==> config.mk <==
export PLATFORM = sky130hd
export DESIGN_NAME = order_decoder
export DESIGN_NICKNAME = d
export VERILOG_FILES = /design/src/rtl/order_decoder.sv
export SDC_FILE = /design/constraint.sdc
export NUM_CORES = 1
export LEC_CHECK = 0
export BUFFER_PORTS_ARGS = -buffer_cell sky130_fd_sc_hd__buf_4
export CORE_MARGIN = 2
export CORE_UTILIZATION = 30
export DETAILED_ROUTE_END_ITERATION = 10
export HOLD_SLACK_MARGIN = 0.03
export PLACE_DENSITY_LB_ADDON = 0.15
export SYNTH_ARGS = -nofsm -noshare
export SYNTH_HDL_FRONTEND = slang
export SYNTH_SLANG_ARGS = --single-unit
==> constraint.sdc <==
create_clock -name clk -period 4.8 [get_ports clk]
set_clock_uncertainty 0.15 [all_clocks]
set_input_delay 0.96 -clock clk [delete_from_list [all_inputs] [get_ports clk]]
set_output_delay 0.96 -clock clk [all_outputs]
set_load 0.005 [all_outputs]
==> src/rtl/order_decoder.sv <==
// EDSAC order register: captures a 17-bit serial order word (LSB first) during
// order fetch, holds it for execute and decodes the function field one-hot.
module order_decoder #(
   parameter int WORD_BITS = 17,
   parameter int MC_DIGITS = 18
) (
   input  logic       clk,
   input  logic       rst,
   input  logic       mc_sync,
   input  logic       fetch,
   input  logic       order_bit,
   output logic       order_valid,
   output logic       busy,
   output logic [9:0] addr,
   output logic       long_order,
   output logic       op_p,
   output logic       op_q,
   output logic       op_w,
   output logic       op_e,
   output logic       op_r,
   output logic       op_t,
   output logic       op_y,
   output logic       op_u,
   output logic       op_i,
   output logic       op_o,
   output logic       op_j,
   output logic       op_pi,
   output logic       op_s,
   output logic       op_z,
   output logic       op_k,
   output logic       op_erase,
   output logic       op_blank,
   output logic       op_f,
   output logic       op_theta,
   output logic       op_d,
   output logic       op_phi,
   output logic       op_h,
   output logic       op_n,
   output logic       op_m,
   output logic       op_delta,
   output logic       op_l,
   output logic       op_x,
   output logic       op_g,
   output logic       op_a,
   output logic       op_b,
   output logic       op_c,
   output logic       op_v
);

   localparam logic [4:0] LAST_DIGIT = 5'(MC_DIGITS - 1);

   typedef enum logic [1:0] {
      IDLE  = 2'd0,
      SHIFT = 2'd1,
      HOLD  = 2'd2
   } state_t;

   state_t               state_r;
   logic [4:0]           digit_r;
   logic [4:0]           digit_s;
   logic                 start_s;
   logic [WORD_BITS-1:0] shift_r;
   logic [31:0]          op_vec_r;
   logic [9:0]           addr_r;
   logic                 long_r;
   logic                 order_valid_r;
   logic                 busy_r;

   function automatic logic [31:0] decode_fn(input logic [4:0] func);
      decode_fn = 32'd1 << func;
   endfunction

   // Digit position of the current cycle; mc_sync forces digit 0.
   always_comb begin
      if (mc_sync) begin
         digit_s = 5'd0;
      end else begin
         digit_s = digit_r;
      end
      start_s = mc_sync & fetch;
   end

   // Capture FSM, digit counter, shift register and held-order outputs.
   always_ff @(posedge clk) begin
      if (rst) begin
         state_r       <= IDLE;
         digit_r       <= 5'd0;
         shift_r       <= '0;
         op_vec_r      <= 32'd0;
         addr_r        <= 10'd0;
         long_r        <= 1'b0;
         order_valid_r <= 1'b0;
         busy_r        <= 1'b0;
      end else begin
         digit_r <= (digit_s == LAST_DIGIT) ? 5'd0 : digit_s + 5'd1;
         if (start_s) begin
            // Bit 0 arrives on the mc_sync cycle; any partial word is dropped.
            state_r       <= SHIFT;
            busy_r        <= 1'b1;
            order_valid_r <= 1'b0;
            op_vec_r      <= 32'd0;
            shift_r       <= {order_bit, {(WORD_BITS-1){1'b0}}};
         end else begin
            case (state_r)
               SHIFT: begin
                  if (mc_sync) begin
                     state_r <= IDLE;
                     busy_r  <= 1'b0;
                     shift_r <= '0;
                  end else if (digit_s == LAST_DIGIT) begin
                     state_r       <= HOLD;
                     busy_r        <= 1'b0;
                     order_valid_r <= 1'b1;
                     op_vec_r      <= decode_fn(shift_r[16:12]);
                     addr_r        <= shift_r[10:1];
                     long_r        <= shift_r[0];
                  end else begin
                     shift_r <= {order_bit, shift_r[WORD_BITS-1:1]};
                  end
               end
               IDLE:    state_r <= IDLE;
               HOLD:    state_r <= HOLD;
               default: state_r <= IDLE;
            endcase
         end
      end
   end

   assign order_valid = order_valid_r;
   assign busy        = busy_r;
   assign addr        = addr_r;
   assign long_order  = long_r;

   assign op_p     = op_vec_r[0];
   assign op_q     = op_vec_r[1];
   assign op_w     = op_vec_r[2];
   assign op_e     = op_vec_r[3];
   assign op_r     = op_vec_r[4];
   assign op_t     = op_vec_r[5];
   assign op_y     = op_vec_r[6];
   assign op_u     = op_vec_r[7];
   assign op_i     = op_vec_r[8];
   assign op_o     = op_vec_r[9];
   assign op_j     = op_vec_r[10];
   assign op_pi    = op_vec_r[11];
   assign op_s     = op_vec_r[12];
   assign op_z     = op_vec_r[13];
   assign op_k     = op_vec_r[14];
   assign op_erase = op_vec_r[15];
   assign op_blank = op_vec_r[16];
   assign op_f     = op_vec_r[17];
   assign op_theta = op_vec_r[18];
   assign op_d     = op_vec_r[19];
   assign op_phi   = op_vec_r[20];
   assign op_h     = op_vec_r[21];
   assign op_n     = op_vec_r[22];
   assign op_m     = op_vec_r[23];
   assign op_delta = op_vec_r[24];
   assign op_l     = op_vec_r[25];
   assign op_x     = op_vec_r[26];
   assign op_g     = op_vec_r[27];
   assign op_a     = op_vec_r[28];
   assign op_b     = op_vec_r[29];
   assign op_c     = op_vec_r[30];
   assign op_v     = op_vec_r[31];

endmodule
==> results of run 1 <==
-- cell families (layout without fill, tap and decap cells) --
family,count (synthesis),in the layout,synth area share [%]
AOI/OAI and AO/OA,115,115,21.7
and+or+nand+nor,101,101,20.1
DFF,69,69,48.4
buffers and inverters,38,74,7.36
adders and majority gates,4,4,1.75
xor gates and xnor gates,1,1,0.307
muxes,1,1,0.350
-- state kept, by name, summed over array words and instances (netlist names) --
register,cells
op_vec_r,32
shift_r,17
addr,10
digit_r,5
state_r,2
busy,1
long_order,1
order_valid,1
-- layout make-up --
type                       count  area share (%)
multi-input combinational    222            36.4
clock inverter                 6            3.17
inverter                       4           0.432
clock buffer                  10            3.96
timing repair buffer          54            11.7
tap                          129            4.64
sequential                    69            39.7
-- routing by layer --
metal	track usage (%)	vias to the layer above	share of wire (%)	wire, um
met3	4.49	9	3.7	269
met1	19.4	1194	50	3650
met2	21.6	41	44	3170
met5	0	-	0	0
met4	5.82	0	2.0	145
li1	-	1264	-	-
-- cells in the final DEF, fill, tap and decap left out, types with 6 or more instances in the layout --
cell / count
dfxtp_1: 69
nor2_1: 6
nand2_1: 21
buf_4: 54
nand4_1: 33
o21ai_0: 43
clkbuf_8: 10
a21oi_1: 50
nand3_1: 15
o22ai_1: 16
-- worst max-delay path, stage by stage --
cell and delay [ns]:
buf_4 0.17, nor2_1 0.17, ha_1 0.22, nand4bb_2 0.60
nand2_1 0.74, o22ai_1 0.18
-- where the power goes --
group          total (mW)  leakage [nW]  switching [mW]  internal (mW)
Combinational      0.0399         0.541          0.0289         0.0110
Sequential          0.577         0.557         0.00266          0.575
Clock               0.588         0.119           0.229          0.358
-- path summary, 6_finish.rpt --
kind                      to  slack [ns]  cells past startpoint
hold reg to reg      addr[4]        0.32                      2
setup / recovery  shift_r[1]        1.80                      6
setup reg to reg  shift_r[1]        2.24                      6
hold / removal       addr[4]        0.32                      2
-- stage by stage --
step / hold WS (ns) / setup WS (ns) / utilization [%]
6_report: 0.323 / 1.80 / 37.6
5_1_grt: 0.338 / 1.55 / 37.6
4_1_cts: 0.327 / 1.78 / 37.6
3_5_place_dp: 0.313 / 1.40 / 34.9
3_3_place_gp: 0.308 / 1.53 / 34.9
2_1_floorplan: 0.294 / 2.17 / -
==> out/results.txt, run 1 <==
Post-synth top flop = dfxtp_1
Placed insts = 478
Synth top area share = 48.4%
Multi-input logic area = 1260 um2
First-pass GRT wire length = 11.6 mm
Worst min-delay path class = flop to flop
Design Area, Final = 3480 um2
Syn Nets = 338
Port buffer count = 49
Cell taking the most area after synthesis = dfxtp_1
Seq. cell area = 1380 um2
Final min period = 3.00 ns
Final setup viols = 0
CTS max path bufs = 2
Fmax = 0.333 GHz
CTS Hold Bufs = 0
DR vias = 2508
Netlist cell types = 34
1st-pass router iterations = 4
Fin crit share = 62.6%
DRT Wirelength = 7.24 mm
Core ar. = 9240 um2
RSZ-0062 raised after global routing = no
Leak = 1.22 nW
Min-delay src = shift_r[5]
Synth Register Bits = 69
Setup crit start kind = input pin
Root Buffer Master = clkbuf_8
Pin count of the biggest net entering global routing = 48
Setup TNS = 0 ns
Max-Cap Viols = 0
Reg2reg start = digit_r[0]
Synth area leaders = dfxtp_1 48%, a21oi_1 8.8%, o21ai_0 7.5%, nand4_1 7.2%, o22ai_1 3.5%
GPL Wtd Cong = 0.735
Die height = 102 um
Initial Utilization = 30.9%
Top-count cell post-synth = dfxtp_1
Area Overhead vs Synth = 21.7%
Cts bufs inserted = 9
Total die area = 10300 um2
Post-synth EDFFs = 0
Drt drc = 0
Total power draw = 1.20 mW
Postcts setup bufs = 0
Routed Antenna Nets = 0
Initial antenna violation count = 0
CTS-repair resized insts = 0
Post-Layout Cell Count = 494
Clk Latency, worst-skew pair = 0.35 ns
Share of layout cells above drive strength 1 = 20.0%
Gate Count Post-Synth = 329
Width of the die = 102 um
Sequential cell area fraction in the yosys report = 48.4%
Synth Cell Area = 2860 um2
Nets@finish = 369
Asr flop ratio synth = 0%
Synthesized area per cell = 8.68 um2
Worst rel slew slack = 50.9%
CTS tree = built
Routed len/inst = 14.7 um
Status = complete, no violations
Slew @ Worst Pin = 0.737 ns
Pins Over Slew Limit = 0
CP endpoint kind = flop
Gr ovfl total = 0
Maximum VDD drop = 0.136 mV
Htree depth = 3
Num rows = 35
CP Launch Point = mc_sync
Reg clk slew, reported paths = 0.08 ns
Most instantiated cells after synthesis = 69 x dfxtp_1, 50 x a21oi_1, 43 x o21ai_0
Critical path required time = 4.86 ns
Fillers = 982
HPWL after DPL = 4.62 mm
PwrDens = 347 nW/um2
Worst path arrival time = 3.06 ns
Vias in the first global route = 2294
Post-Place Cell Area = 3230 um2
Number of top-level pins = 50
Inserted Diodes = 0
Final hold viol count = 0
GRT Total Usage = 14.5%
Vias per cell = 5.08
First DRT Iteration DRCs = 100
Clock Sinks = 69
CP Class = input pin to flop
Crit Path Max Fanout = 30
Yosys Warn Count = 0
Note: power is estimated with default switching activity, not from simulation.
==> inputs of run 2 (changes only) <==
--- a/config.mk
+++ b/config.mk
@@ -5,6 +5,7 @@
 export SDC_FILE = /design/constraint.sdc
 export NUM_CORES = 1
 export LEC_CHECK = 0
+export ABC_AREA = 1
 export BUFFER_PORTS_ARGS = -buffer_cell sky130_fd_sc_hd__buf_4
 export CORE_MARGIN = 2
 export CORE_UTILIZATION = 30
==> constraint.sdc (replaced) <==
create_clock -name clk -period 2.49 [get_ports clk]
set_clock_uncertainty 0.15 [all_clocks]
set_input_delay 0.498 -clock clk [delete_from_list [all_inputs] [get_ports clk]]
set_output_delay 0.498 -clock clk [all_outputs]
set_load 0.005 [all_outputs]
==> run 2 against run 1 <==
Compared with the run above:
- wire length fell by 3.7%
- sequential share of layout area fell by 4.0 points
- critical path type is now flop to flop
- sequential cell count did not move
- hold slack got worse by 0.14 ns
- design area rose by 11%
- worst setup slack got worse by 1.3 ns
- highest routed layer unchanged
- synthesized cell count rose by 41%
- clock power rose by 92%
==> out/results.txt, run 2 <==
GPL Wtd Cong = 0.751 (+2.3%)
CTS-repair resized insts = 0 (unchanged)
Max-Cap Viols = 0 (unchanged)
Fmax = 0.500 GHz
Gr ovfl total = 0 (unchanged)
Most frequent cells in the layout = 145 x nand2_1, 69 x dfxtp_1, 68 x nor2_1
CTS tree = built
Design Area, Final = 3870 um2 (+11%)
Root Buffer Master = clkbuf_8
Reg2reg start = digit_r[0]
Clock Sinks = 69 (unchanged)
Synth Cell Area = 3170 um2 (+11%)
Gate Count Post-Synth = 464 (+41%)
Critical path required time = 2.57 ns (-2.29 ns)
Fin crit share = 80.4%
Largest Register = op_vec_r
Synth top area share = 43.6% (-4.8 points)
Synth area leaders = dfxtp_1 44%, nand2_1 17%, nor2_1 8.0%, inv_1 7.0%, nand4_1 5.1%
Worst min-delay path class = input pin to flop
First-pass GRT wire length = 12.3 mm (+6.1%)
Synth Register Bits = 69 (unchanged)
Reg2Reg Setup Slack = 0.49 ns (-1.75 ns)
Clk Latency, worst-skew pair = 0.34 ns (about the same)
Yosys Warn Count = 0 (unchanged)
Reg clk slew, reported paths = 0.08 ns (about the same)
Core ar. = 10300 um2 (+11%)
Pins Over Slew Limit = 0 (unchanged)
Width of the die = 107 um (+5.2%)
PwrDens = 602 nW/um2 (+74%)
Final min period = 2.00 ns
Final hold viol count = 0 (unchanged)
CTS max path bufs = 2 (unchanged)
First DRT Iteration DRCs = 113 (+13%)
Worst slack, placed = 0.0841 ns (-1.32 ns)
Postcts setup bufs = 0 (unchanged)
Asr flop ratio synth = 0% (unchanged)
Nets@finish = 513 (+39%)
Final setup viols = 0 (unchanged)
Most instantiated cells after synthesis = 145 x nand2_1, 69 x dfxtp_1, 68 x nor2_1
Maximum VDD drop = 0.286 mV (+110%)
Port buffer count = 49 (unchanged)
Commonest non-fill, non-tap cell in the layout = nand2_1
Vias in the first global route = 2728 (+19%)
CTS Hold Bufs = 0 (unchanged)
Sequential cell area fraction in the yosys report = 43.6% (-4.8 points)
CP Class = flop to flop
Cts bufs inserted = 9 (unchanged)
Number of top-level pins = 50 (unchanged)
Num rows = 37 (+5.7%)
Die height = 107 um (+5.2%)
Post-synth top flop = dfxtp_1
DR vias = 2806 (+12%)
Top-count cell post-synth = nand2_1
Leak = 1.71 nW (+40%)
Synthesized area per cell = 6.84 um2 (-21%)
Worst path arrival time = 2.08 ns (-0.98 ns)
Fillers = 1116 (+14%)
Inserted Diodes = 0 (unchanged)
1st-pass router iterations = 5 (+1)
Reg2reg path depth = 6 (unchanged)
Cell taking the most area after synthesis = dfxtp_1
Routed len/inst = 10.8 um (-26%)
Post-Place Cell Area = 3620 um2 (+12%)
Total die area = 11400 um2 (+11%)
Share of layout cells above drive strength 1 = 16.1% (-3.9 points)
DRT Wirelength = 6.97 mm (-3.7%)
Max reg flops = 32 (unchanged)
Min-delay src = rst
Crit Path Max Fanout = 55 (+83%)
Routed Antenna Nets = 0 (unchanged)
Netlist cell types = 24 (-29%)
Fin util = 37.6% (about the same)
Hold Crit Depth = 2 (unchanged)
Hold path endpoint = busy
Worst rel slew slack = 49.2% (-1.6 points)
Setup TNS = 0 ns (unchanged)
Setup crit start kind = flop
Vias per cell = 4.35 (-14%)
HPWL after DPL = 4.60 mm (-0.61%)
Initial antenna violation count = 0 (unchanged)
GRT Total Usage = 13.4% (-1.0 points)
Syn Nets = 473 (+40%)
Htree depth = 3 (unchanged)
Initial Utilization = 30.9% (-0.052 points)
Drt drc = 0 (unchanged)
Final setup margin = 0.489 ns (-1.31 ns)
Area Overhead vs Synth = 21.9%
RSZ-0062 raised after global routing = no
Status = complete, no violations
CP endpoint kind = flop
Pin count of the biggest net entering global routing = 56 (+17%)
Slew @ Worst Pin = 0.761 ns (+0.0249 ns)
Post-synth EDFFs = 0 (unchanged)
Reg-to-Reg End = long_order
[run 2: changes by cell type in the layout (fill, tap and decap cells not counted), sizes merged, moves of 16 or more]
| cell | change |
|---|---|
| inv | +56 |
| o22ai | -16 |
| o21ai | -42 |
| nand2 | +125 |
| a21oi | -29 |
| nor2 | +66 |
[run 2: metrics by stage]
stage	power (mW)	hold slack, ns	std cells
6_report	2.33	0.178	645
5_1_grt	2.43	0.162	645
4_1_cts	2.36	0.166	645
3_5_place_dp	1.22	0.306	629
3_3_place_gp	1.22	0.306	629
2_1_floorplan	1.20	0.290	464
[run 2: worst max-delay path, cell delays in order (launching register included)]
cell	delay, ns
dfxtp_1	0.31
inv_1	0.03
nor2_1	0.13
ha_1	0.28
nand4_4	0.60
nor2_1	0.28
nor2_1	0.07
[run 2: area by class of cell]
| type | count | area [um2] | share of cell area [%] |
|---|---|---|---|
| sequential | 69 | 1380 | 35.7 |
| multi-input combinational | 306 | 1390 | 36.1 |
| tap | 136 | 170 | 4.40 |
| timing repair buffer | 58 | 448 | 11.6 |
| clock inverter | 6 | 110 | 2.85 |
| clock buffer | 10 | 138 | 3.56 |
| inverter | 60 | 225 | 5.83 |
[run 2: worst max-delay path by stage]
stage	endpoint	cells after the start	from	slack [ns]
3_3_place_gp	addr[9]	6	mc_sync	0.15
6_report	long_order	6	digit_r[0]	0.49
5_1_grt	op_vec_r[9]	7	digit_r[0]	0.21
2_1_floorplan	op_vec_r[0]	9	mc_sync	0.50
3_5_place_dp	long_order	6	mc_sync	0.08
4_1_cts	long_order	6	digit_r[0]	0.43
[run 2: metal layers]
metal | up-vias | wire [um] | part of all wire (%) | GRT usage (%)
met1 | 1232 | 3250 | 47 | 15.3
met3 | 10 | 304 | 4.4 | 4.32
li1 | 1510 | - | - | -
met2 | 54 | 3310 | 47 | 23.4
met5 | - | 0 | 0 | 0
met4 | 0 | 108 | 1.5 | 5.10
[run 2: power by group]
group	leakage, nW	switching (mW)	internal (mW)
logic	1.03	0.0589	0.0250
clock network	0.119	0.442	0.691
registers	0.557	0.00304	1.11
[run 2: cells by family (layout without fill, tap and decap cells)]
kind of cell | count (synthesis) | count (layout) | synth area share, %
adders and majority gates | 4 | 4 | 1.58
and+or+nand+nor | 276 | 276 | 38.1
buffers and inverters | 89 | 134 | 12.5
DFF | 69 | 69 | 43.6
AOI/OAI and AO/OA | 26 | 26 | 4.26
